===== src/rtl/my_dsp48a1.sv =====
// my_dsp48a1: behavioural Spartan-6 DSP48A1 slice (pre-adder, 18x18 multiplier, 48-bit post-adder).
// Each pipeline stage is a parameter-selectable register with its own synchronous reset and CE.
module my_dsp48a1 #(
   parameter int unsigned A0REG       = 0,
   parameter int unsigned A1REG       = 1,
   parameter int unsigned B0REG       = 0,
   parameter int unsigned B1REG       = 1,
   parameter int unsigned CREG        = 1,
   parameter int unsigned DREG        = 1,
   parameter int unsigned MREG        = 1,
   parameter int unsigned PREG        = 1,
   parameter int unsigned OPMODEREG   = 1,
   parameter int unsigned CARRYINREG  = 1,
   parameter int unsigned CARRYOUTREG = 1,
   parameter string       CARRYINSEL  = "OPMODE5",
   parameter string       B_INPUT     = "DIRECT",
   parameter string       RSTTYPE     = "SYNC"
) (
   input  logic        clk_i,
   input  logic        rsta_i,
   input  logic        rstb_i,
   input  logic        rstc_i,
   input  logic        rstd_i,
   input  logic        rstm_i,
   input  logic        rstp_i,
   input  logic        rstcarryin_i,
   input  logic        rstopmode_i,
   input  logic        cea_i,
   input  logic        ceb_i,
   input  logic        cec_i,
   input  logic        ced_i,
   input  logic        cem_i,
   input  logic        cep_i,
   input  logic        cecarryin_i,
   input  logic        ceopmode_i,
   input  logic [17:0] a_i,
   input  logic [17:0] b_i,
   input  logic [17:0] bcin_i,
   input  logic [17:0] d_i,
   input  logic [47:0] c_i,
   input  logic [47:0] pcin_i,
   input  logic        carryin_i,
   input  logic [7:0]  opmode_i,
   output logic [17:0] bcout_o,
   output logic [35:0] m_o,
   output logic [47:0] p_o,
   output logic [47:0] pcout_o,
   output logic        carryout_o,
   output logic        carryoutf_o
);

   // Unrecognised string parameters select a constant zero source.
   localparam int unsigned BSel   = (B_INPUT == "DIRECT") ? 1 : (B_INPUT == "CASCADE") ? 2 : 0;
   localparam int unsigned CinSel = (CARRYINSEL == "OPMODE5") ? 1 :
                                    (CARRYINSEL == "CARRYIN") ? 2 : 0;

   // ---------------- stage 0 ----------------
   logic [17:0] b_src;
   logic [17:0] a0_q, b0_q, d0_q;
   logic [17:0] a0, b0, d0;
   logic [47:0] c0_q, c0;
   logic [7:0]  op_q, op;

   always_comb begin
      b_src = '0;
      if (BSel == 1) b_src = b_i;
      else if (BSel == 2) b_src = bcin_i;
   end

   always_ff @(posedge clk_i) begin
      if (rsta_i) a0_q <= '0;
      else if (cea_i) a0_q <= a_i;
   end

   always_ff @(posedge clk_i) begin
      if (rstb_i) b0_q <= '0;
      else if (ceb_i) b0_q <= b_src;
   end

   always_ff @(posedge clk_i) begin
      if (rstd_i) d0_q <= '0;
      else if (ced_i) d0_q <= d_i;
   end

   always_ff @(posedge clk_i) begin
      if (rstc_i) c0_q <= '0;
      else if (cec_i) c0_q <= c_i;
   end

   always_ff @(posedge clk_i) begin
      if (rstopmode_i) op_q <= '0;
      else if (ceopmode_i) op_q <= opmode_i;
   end

   assign a0 = (A0REG != 0)     ? a0_q : a_i;
   assign b0 = (B0REG != 0)     ? b0_q : b_src;
   assign d0 = (DREG != 0)      ? d0_q : d_i;
   assign c0 = (CREG != 0)      ? c0_q : c_i;
   assign op = (OPMODEREG != 0) ? op_q : opmode_i;

   // ---------------- pre-adder and stage 1 ----------------
   logic [17:0] pre;
   logic [17:0] b1_d, b1_q, b1;
   logic [17:0] a1_q, a1;

   assign pre  = op[6] ? (d0 - b0) : (d0 + b0);
   assign b1_d = op[4] ? pre : b0;

   always_ff @(posedge clk_i) begin
      if (rstb_i) b1_q <= '0;
      else if (ceb_i) b1_q <= b1_d;
   end

   always_ff @(posedge clk_i) begin
      if (rsta_i) a1_q <= '0;
      else if (cea_i) a1_q <= a0;
   end

   assign b1 = (B1REG != 0) ? b1_q : b1_d;
   assign a1 = (A1REG != 0) ? a1_q : a0;

   // ---------------- multiplier ----------------
   logic [35:0] m_d, m_q, m;

   assign m_d = 36'(b1) * 36'(a1);

   always_ff @(posedge clk_i) begin
      if (rstm_i) m_q <= '0;
      else if (cem_i) m_q <= m_d;
   end

   assign m = (MREG != 0) ? m_q : m_d;

   // ---------------- carry-in ----------------
   logic cin_d, cin_q, cin;

   always_comb begin
      cin_d = 1'b0;
      if (CinSel == 1) cin_d = op[5];
      else if (CinSel == 2) cin_d = carryin_i;
   end

   always_ff @(posedge clk_i) begin
      if (rstcarryin_i) cin_q <= 1'b0;
      else if (cecarryin_i) cin_q <= cin_d;
   end

   assign cin = (CARRYINREG != 0) ? cin_q : cin_d;

   // ---------------- X / Z muxes and post-adder ----------------
   logic [47:0] x_mux, z_mux;
   logic [47:0] p;
   logic [48:0] x_cin;
   logic [48:0] sum;

   always_comb begin
      x_mux = '0;
      unique case (op[1:0])
         2'd0: x_mux = '0;
         2'd1: x_mux = {12'd0, m};
         2'd2: x_mux = p;
         2'd3: x_mux = {d0[11:0], a1, b1};
         default: x_mux = '0;
      endcase
   end

   always_comb begin
      z_mux = '0;
      unique case (op[3:2])
         2'd0: z_mux = '0;
         2'd1: z_mux = pcin_i;
         2'd2: z_mux = p;
         2'd3: z_mux = c0;
         default: z_mux = '0;
      endcase
   end

   // Bit 48 is the carry when adding and the borrow when subtracting.
   assign x_cin = {1'b0, x_mux} + 49'(cin);
   assign sum   = op[7] ? ({1'b0, z_mux} - x_cin) : ({1'b0, z_mux} + x_cin);

   // ---------------- output stage ----------------
   logic [47:0] p_q;
   logic        cout_q, cout;

   always_ff @(posedge clk_i) begin
      if (rstp_i) p_q <= '0;
      else if (cep_i) p_q <= sum[47:0];
   end

   always_ff @(posedge clk_i) begin
      if (rstcarryin_i) cout_q <= 1'b0;
      else if (cecarryin_i) cout_q <= sum[48];
   end

   assign p    = (PREG != 0) ? p_q : sum[47:0];
   assign cout = (CARRYOUTREG != 0) ? cout_q : sum[48];

   assign bcout_o     = b1;
   assign m_o         = m;
   assign p_o         = p;
   assign pcout_o     = p;
   assign carryout_o  = cout;
   assign carryoutf_o = cout;

endmodule


===== config.mk =====
export PLATFORM = sky130hd
export DESIGN_NAME = my_dsp48a1
export DESIGN_NICKNAME = d
export VERILOG_FILES = /design/src/rtl/my_dsp48a1.sv
export SDC_FILE = /design/constraint.sdc
export NUM_CORES = 1
export LEC_CHECK = 0
export BUFFER_PORTS_ARGS = -buffer_cell sky130_fd_sc_hd__buf_2
export CAP_MARGIN = 20
export CORE_MARGIN = 1.5
export CORE_UTILIZATION = 60
export DETAILED_ROUTE_END_ITERATION = 12
export HOLD_SLACK_MARGIN = 0.06
export PLACE_DENSITY_LB_ADDON = 0.12
export SYNTH_ARGS = -nofsm -noshare
export SYNTH_HDL_FRONTEND = slang
export SYNTH_SLANG_ARGS = --single-unit

===== constraint.sdc =====
create_clock -name clk_i -period 12.1 [get_ports clk_i]
set_input_delay 3.63 -clock clk_i [delete_from_list [all_inputs] [get_ports clk_i]]
set_output_delay 3.63 -clock clk_i [all_outputs]
set_load 0.01 [all_outputs]

==> flow_metrics.env, run 1 <==
export IMPL_status="finished clean"
export IMPL_fin_setup_tns_ps=0
export IMPL_finalHoldViolations=0
export IMPL_combPwrFrac_pct=55.1
export IMPL_slew_viol_final=0
export IMPL_irDropWorstVdd_mv=0.104
export IMPL_ys_flop_type="dfxtp_1"
export IMPL_synth_top_area_cell="fa_1"
export IMPL_via_per_inst=5.95
export IMPL_clock_root_buffer="clkbuf_16"
export IMPL_power_density_mw_per_mm2=119
export IMPL_ys_top_cells_by_count="inv_1, nand2_1, nor2_1"
export IMPL_htreeDepth=4
export IMPL_cts_tree="yes"
export IMPL_synth_edff_count=0
export IMPL_drc_errors=0
export IMPL_max_clock_freq_mhz=120
export IMPL_start_kind="flop"
export IMPL_synthCells=3136
export IMPL_synth_nets=3767
export IMPL_synthArstFlopShare_pct=0
export IMPL_power_switching_mw=1.56
export IMPL_fillers=3764
export IMPL_p_int_mw=1.83
export IMPL_ys_types=99
export IMPL_wl_um=79200
export IMPL_initial_core_util_pct=61.0
export IMPL_gp_congestion=0.942
export IMPL_die_height_um=212
export IMPL_synth_seq_cells=196
export IMPL_worst_slew_pin_slew_ps=1210
export IMPL_maxCapViolations=0
export IMPL_fp_row_count=76
export IMPL_dp_hpwl_um=61300
export IMPL_nets=3917
export IMPL_yosys_warnings=0
export IMPL_grt_pass1_wl_um=124000
export IMPL_clk_path_buf_depth=2
export IMPL_arrival_ps=8710
export IMPL_cp_startpoint="op[0]$_SDFFE_PP0P_"
export IMPL_utilization_pct=65.8
export IMPL_slew_headroom_pct=18.9
export IMPL_core_area_mm2=0.0432
export IMPL_synth_top_area_share_pct=19.6
export IMPL_post_route_min_period_ps=8310
export IMPL_pin_count=346
export IMPL_drive_gt1_share_pct=15.9
export IMPL_cts_hold_buffers_added=0
export IMPL_grt_antenna_before_repair=1
export IMPL_synth_area_leaders="fa_1, dfxtp_1, ha_1"
export IMPL_grt_pass1_vias=22800
export IMPL_period_share_pct=68.7
export IMPL_cts_made_buffers=17
export IMPL_finalNonFillerCells=3886
export IMPL_p_seq_share_pct=27.0
export IMPL_first_pass_iters=7
export IMPL_rsz0062_at_grt="false"
export IMPL_areaGrowthSynthToFinish_pct=7.95
export IMPL_skew_ps=14.2
export IMPL_critical_path_peak_fanout=64
export IMPL_netlist_area_mm2=0.0263
export IMPL_hold_path_class="flop to flop"
export IMPL_grt_max_degree=65
export IMPL_routedWlPerCell_um=20.4
export IMPL_min_from="c0[39]$_SDFFE_PP0P_"
export IMPL_setup_violations=0
export IMPL_grt_usage_pct=35.7
export IMPL_cts_setup_buffers=0
export IMPL_cts_num_sinks=196
export IMPL_worstPathRequired_ps=12500
export IMPL_synth_area_per_cell_um2=8.39
export IMPL_cp_end_kind="flop"
export IMPL_switching_share_pct=46.0
export IMPL_ant_nets=0
export IMPL_grt_overflow_total=0
export IMPL_critical_path_class="flop to flop"
export IMPL_ys_seq_area_share_pct=14.9
export IMPL_clkTransAtPathRegs_ps=80
export IMPL_die_area_mm2=0.0451
export IMPL_die_w_um=212
export IMPL_dp_cells=3852
export IMPL_port_buffers=326
export IMPL_yosysMostFrequentCell="inv_1"
export IMPL_r2r_start="op[0]$_SDFFE_PP0P_"
export IMPL_drtIter0Drc=1726
export IMPL_vias=23100
export IMPL_post_cts_resized=0
export IMPL_insertion_delay_ps=510
export IMPL_p_clk_share_pct=17.9
export IMPL_p_leak_nw=13.8
==> power groups by stage <==
stage / Clock, mW / Sequential, mW / Combinational, mW
finish: 0.605 / 0.915 / 1.87
global route: 0.635 / 0.923 / 2.06
CTS: 0.615 / 0.907 / 1.85
detailed placement: 0 / 0.922 / 1.84
global placement: 0 / 0.918 / 1.79
floorplan: 0 / 0.864 / 1.38
==> area by class of cell <==
type                    instances  area (µm²)  area share [%]
multi-input cells            2359       19900            70.1
flip-flops and latches        196        3930            13.8
repair buffers                365        1920            6.77
inverters                     347        1300            4.59
well taps                     585         732            2.58
clock buffers                  17         425            1.50
clock inverters                15         165           0.581
diodes                          2        5.00          0.0176
==> sequential cells by signal, summed over array words and instances, names as in the netlist <==
signal / count
carryout_o: 1
c0: 48
m_o: 36
a1: 18
p_o: 48
op: 8
d0: 18
cin: 1
bcout_o: 18
==> worst paths after layout <==
path	end	slack, ps	cells after the start
worst min register to register	c0[39]$_SDFFE_PP0P_	500	2
worst max register to register	p_o[43]$_SDFFE_PP0P_	3790	26
worst min-delay path	c0[39]$_SDFFE_PP0P_	500	2
worst max-delay path	p_o[43]$_SDFFE_PP0P_	3790	26
==> critical path, stage by stage, from the launching register on <==
cell	delay (ps)
dfxtp_2	330
buf_4	570
inv_2	280
o21ai_0	290
ha_1	280
ha_1	270
and2_1	290
nand3_1	540
nor3_1	620
xnor2_1	260
nor4_4	480
nand4_2	280
or3_1	420
a31oi_1	220
xnor2_1	120
ha_1	220
a21oi_1	200
nor2b_1	70
o21ai_0	150
nand2b_1	70
a21oi_1	210
or4b_2	650
o211a_1	310
o21ai_0	280
a31oi_1	150
mux2_2	290
a311o_1	310
==> cell usage in the layout (no fill, tap or decap), types with 16 or more instances in the layout <==
master | netlist | final
a22o_1 | 55 | 55
and3_1 | 20 | 20
ha_1 | 179 | 179
xor2_1 | 47 | 47
and2_1 | 127 | 127
o21a_1 | 32 | 32
nor2b_1 | 21 | 20
nor2_1 | 275 | 275
clkbuf_16 | 0 | 17
a21oi_1 | 122 | 122
nand4_1 | 16 | 16
buf_2 | 10 | 326
fa_1 | 258 | 258
o21ai_0 | 58 | 58
mux2i_1 | 155 | 155
mux2_2 | 71 | 71
a21o_1 | 55 | 55
buf_4 | 55 | 39
a31oi_1 | 23 | 23
nand2_1 | 317 | 317
a211oi_1 | 32 | 32
a22oi_1 | 24 | 24
nor3_1 | 56 | 56
nor4_1 | 31 | 31
xnor2_1 | 107 | 107
nand3_1 | 39 | 39
nand2b_1 | 21 | 21
dfxtp_1 | 196 | 191
inv_1 | 343 | 343
==> through the flow <==
stage	setup WS, ps	total power, mW	hold WS [ps]	area, µm²
after floorplan	4900	2.25	454	26300
after global placement	4080	2.71	467	27800
after detailed placement	3870	2.76	478	27800
after CTS	3860	3.37	497	28400
after global routing	3200	3.62	511	28400
final	3790	3.39	496	28400
==> routing by layer <==
metal	part of all wire, %	GRT usage (%)	routed length, µm	vias up
met5	0	0	0	-
met3	7.5	6.01	5910	172
met2	46	58.1	36700	937
met4	4.2	15.2	3340	0
li1	-	-	-	10800
met1	42	46.9	33300	11200
==> cell families (layout without fill, tap and decap cells) <==
family | after synthesis | after routing | share of synthesized area, %
and+or+nand+nor | 995 | 995 | 18.4
buffers and inverters | 581 | 744 | 9.41
AOI/OAI and AO/OA | 531 | 531 | 14.4
adders and majority gates | 437 | 437 | 28.1
muxes | 241 | 241 | 9.60
DFF | 196 | 196 | 14.9
xor gates and xnor gates | 155 | 155 | 5.19
other | 0 | 2 | 0
No activity file was read; power rests on OpenSTA's default activity.
==> run 2, diff against run 1 <==
--- a/config.mk
+++ b/config.mk
@@ -5,10 +5,11 @@
 export SDC_FILE = /design/constraint.sdc
 export NUM_CORES = 1
 export LEC_CHECK = 0
+export ABC_AREA = 1
 export BUFFER_PORTS_ARGS = -buffer_cell sky130_fd_sc_hd__buf_2
 export CAP_MARGIN = 20
 export CORE_MARGIN = 1.5
-export CORE_UTILIZATION = 60
+export CORE_UTILIZATION = 55
 export DETAILED_ROUTE_END_ITERATION = 12
 export HOLD_SLACK_MARGIN = 0.06
 export PLACE_DENSITY_LB_ADDON = 0.12
==> constraint.sdc (replaced) <==
create_clock -name clk_i -period 7.6 [get_ports clk_i]
set_input_delay 2.28 -clock clk_i [delete_from_list [all_inputs] [get_ports clk_i]]
set_output_delay 2.28 -clock clk_i [all_outputs]
set_load 0.01 [all_outputs]
==> run 2 against run 1 <==
  * Combinational power rose by 13%
  * Register-to-register slack got worse by 2800 ps
  * Clock power grew 57%
  * Final area grew 6.7%
  * Routed wire length rose by 18%
  * Via count grew 19%
  * Setup slack got worse by 2800 ps
  * Critical path type unchanged
  * Largest cell class unchanged
  * Highest routed layer unchanged
==> flow_metrics.env, run 2 <==
export IMPL_mostFrequentLayoutCell="nand2_1"
export IMPL_worstPathRequired_ps=8010
export IMPL_p_leak_nw=16.6
export IMPL_dp_hpwl_um=77200
export IMPL_ys_top_cells_by_count="nand2_1, inv_1, nor2_1"
export IMPL_muxShareOfSynthArea_pct=0
export IMPL_period_share_pct=87.2
export IMPL_synth_top_area_cell="fa_1"
export IMPL_irDropWorstVdd_mv=0.180
export IMPL_met3_usage_pct=5.43
export IMPL_most_common_layout_cells="nand2_1, inv_1, buf_2"
export IMPL_netlist_area_mm2=0.0280
export IMPL_ys_seq_area_share_pct=14.0
export IMPL_synth_area_leaders="fa_1, nand2_1, dfxtp_1"
export IMPL_cts_made_buffers=17
export IMPL_grt_antenna_before_repair=2
export IMPL_cp_end_kind="flop"
export IMPL_status="finished clean"
export IMPL_use_met2_pct=60.3
export IMPL_cts_setup_buffers=0
export IMPL_core_area_mm2=0.0502
export IMPL_hold_path_class="flop to flop"
export IMPL_drive_gt1_share_pct=12.4
export IMPL_wl_um=93800
export IMPL_synth_edff_count=0
export IMPL_nets=5051
export IMPL_areaGrowthSynthToFinish_pct=8.15
export IMPL_port_buffers=326
export IMPL_cts_hold_buffers_added=0
export IMPL_grt_busiest_layer="met2"
export IMPL_layout_setup_ws_ps=977
export IMPL_dpl_worst_slack_ps=993
export IMPL_via_per_inst=5.41
export IMPL_synth_top_family_by_area="simple AND/OR/NAND/NOR gates"
export IMPL_grt_pass1_vias=26400
export IMPL_drc_errors=0
export IMPL_start_kind="flop"
export IMPL_fp_row_count=82
export IMPL_post_cts_resized=0
export IMPL_synthCells=4247
export IMPL_initial_core_util_pct=55.8
export IMPL_drtIter0Drc=2116
export IMPL_clk_path_buf_depth=2
export IMPL_htreeDepth=4
export IMPL_ys_flop_type="dfxtp_1"
export IMPL_grt_pass1_wl_um=146000
export IMPL_arrival_ps=7040
export IMPL_maxCapViolations=0
export IMPL_cts_tree="yes"
export IMPL_synth_top_area_share_pct=18.4
export IMPL_post_route_min_period_ps=6620
export IMPL_slew_headroom_pct=32.5
export IMPL_grt_use_met1_pct=45.6
export IMPL_synth_compound_area_share_pct=11.6
export IMPL_grt_max_degree=74
export IMPL_rsz0062_at_grt="false"
export IMPL_synth_area_per_cell_um2=6.60
export IMPL_die_height_um=229
export IMPL_finalHoldViolations=0
export IMPL_grt_usage_pct=36.1
export IMPL_die_area_mm2=0.0523
export IMPL_first_pass_iters=6
export IMPL_yosysMostFrequentCell="nand2_1"
export IMPL_synthArstFlopShare_pct=0
export IMPL_diodes=0
export IMPL_slew_viol_final=0
export IMPL_gp_congestion=1.01
export IMPL_max_clock_freq_mhz=151
export IMPL_worst_slew_pin_slew_ps=1010
export IMPL_fin_setup_tns_ps=0
export IMPL_die_w_um=229
export IMPL_skew_ps=20.3
export IMPL_vias=27600
export IMPL_grt_overflow_total=0
export IMPL_synthXorXnorAreaFrac_pct=4.47
export IMPL_yosys_area_share_simple_pct=28.5
export IMPL_critical_path_peak_fanout=20
export IMPL_synthAdderAreaFrac_pct=26.4
export IMPL_fin_worst_hold_slack_ps=463
export IMPL_ant_nets=0
export IMPL_clock_root_buffer="clkbuf_16"
export IMPL_critical_path_class="flop to flop"
export IMPL_ys_types=57
export IMPL_setup_violations=0
export IMPL_clkTransAtPathRegs_ps=90
export IMPL_insertion_delay_ps=520
export IMPL_pin_count=346
export IMPL_synth_seq_cells=196
export IMPL_yosys_warnings=0
export IMPL_cts_num_sinks=196
export IMPL_synth_nets=4878
export IMPL_power_density_mw_per_mm2=145
export IMPL_routedWlPerCell_um=18.4
run 2: routing by layer:
layer	wire, µm	vias up	part of all wire, %
met1	38900	12900	41
li1	-	13500	-
met2	44200	979	47
met3	6020	203	6.4
met4	4640	0	4.9
met5	0	-	0
run 2: kinds of logic after synthesis:
logic type | after synthesis
AO/OA/AOI/OAI | 586
XOR/XNOR | 142
adder cells (fa/ha/maj) | 437
buffers and inverters | 1018
flip-flops | 196
AND/OR/NAND/NOR | 1868
run 2: stage by stage:
step                cells  total power, mW  utilization (%)  cell area, µm²
finish               5105             4.40             60.4           30300
detailed placement   5072             3.43             59.2           29700
CTS                  5104             4.40             60.4           30300
global placement     5072             3.43             59.2           29700
global route         5105             4.70             60.4           30300
floorplan            4247             2.77                -           28000
run 2: worst paths after layout:
path	from	end	slack, ps	depth (start not counted)
max	a1[0]$_SDFFE_PP0P_	m_o[32]$_SDFFE_PP0P_	980	26
min	c0[29]$_SDFFE_PP0P_	c0[29]$_SDFFE_PP0P_	460	2
max reg2reg	a1[0]$_SDFFE_PP0P_	m_o[32]$_SDFFE_PP0P_	980	26
min reg2reg	c0[29]$_SDFFE_PP0P_	c0[29]$_SDFFE_PP0P_	460	2
run 2: where the power goes:
part	internal, mW	switching, mW	leakage, nW
clock network	0.444	0.506	0.283
logic	0.757	1.36	14.7
registers	1.12	0.214	1.62
run 2: final cells by class:
class,instances,area (µm²)
flip-flops and latches,196,3930
well taps,672,841
inverters,787,2960
multi-input cells,3033,19900
fillers,4990,19900
repair buffers,385,2090
clock inverters,14,138
clock buffers,18,439
run 2: critical path, cell delays in order (launching register included):
cell	delay, ps
dfxtp_1	1000
nand2_1	190
fa_1	580
inv_1	50
fa_1	500
inv_1	50
fa_1	490
inv_1	50
fa_1	550
fa_1	430
ha_1	360
a21oi_1	140
o21ai_0	90
a21oi_1	350
nor2_1	90
o21ai_0	320
o21ai_0	230
nand2_1	150
nor2_1	50
nor2_1	180
o21ai_0	110
buf_4	160
a21o_1	150
nand2_1	50
nand3_1	60
nand2_1	90
inv_1	30
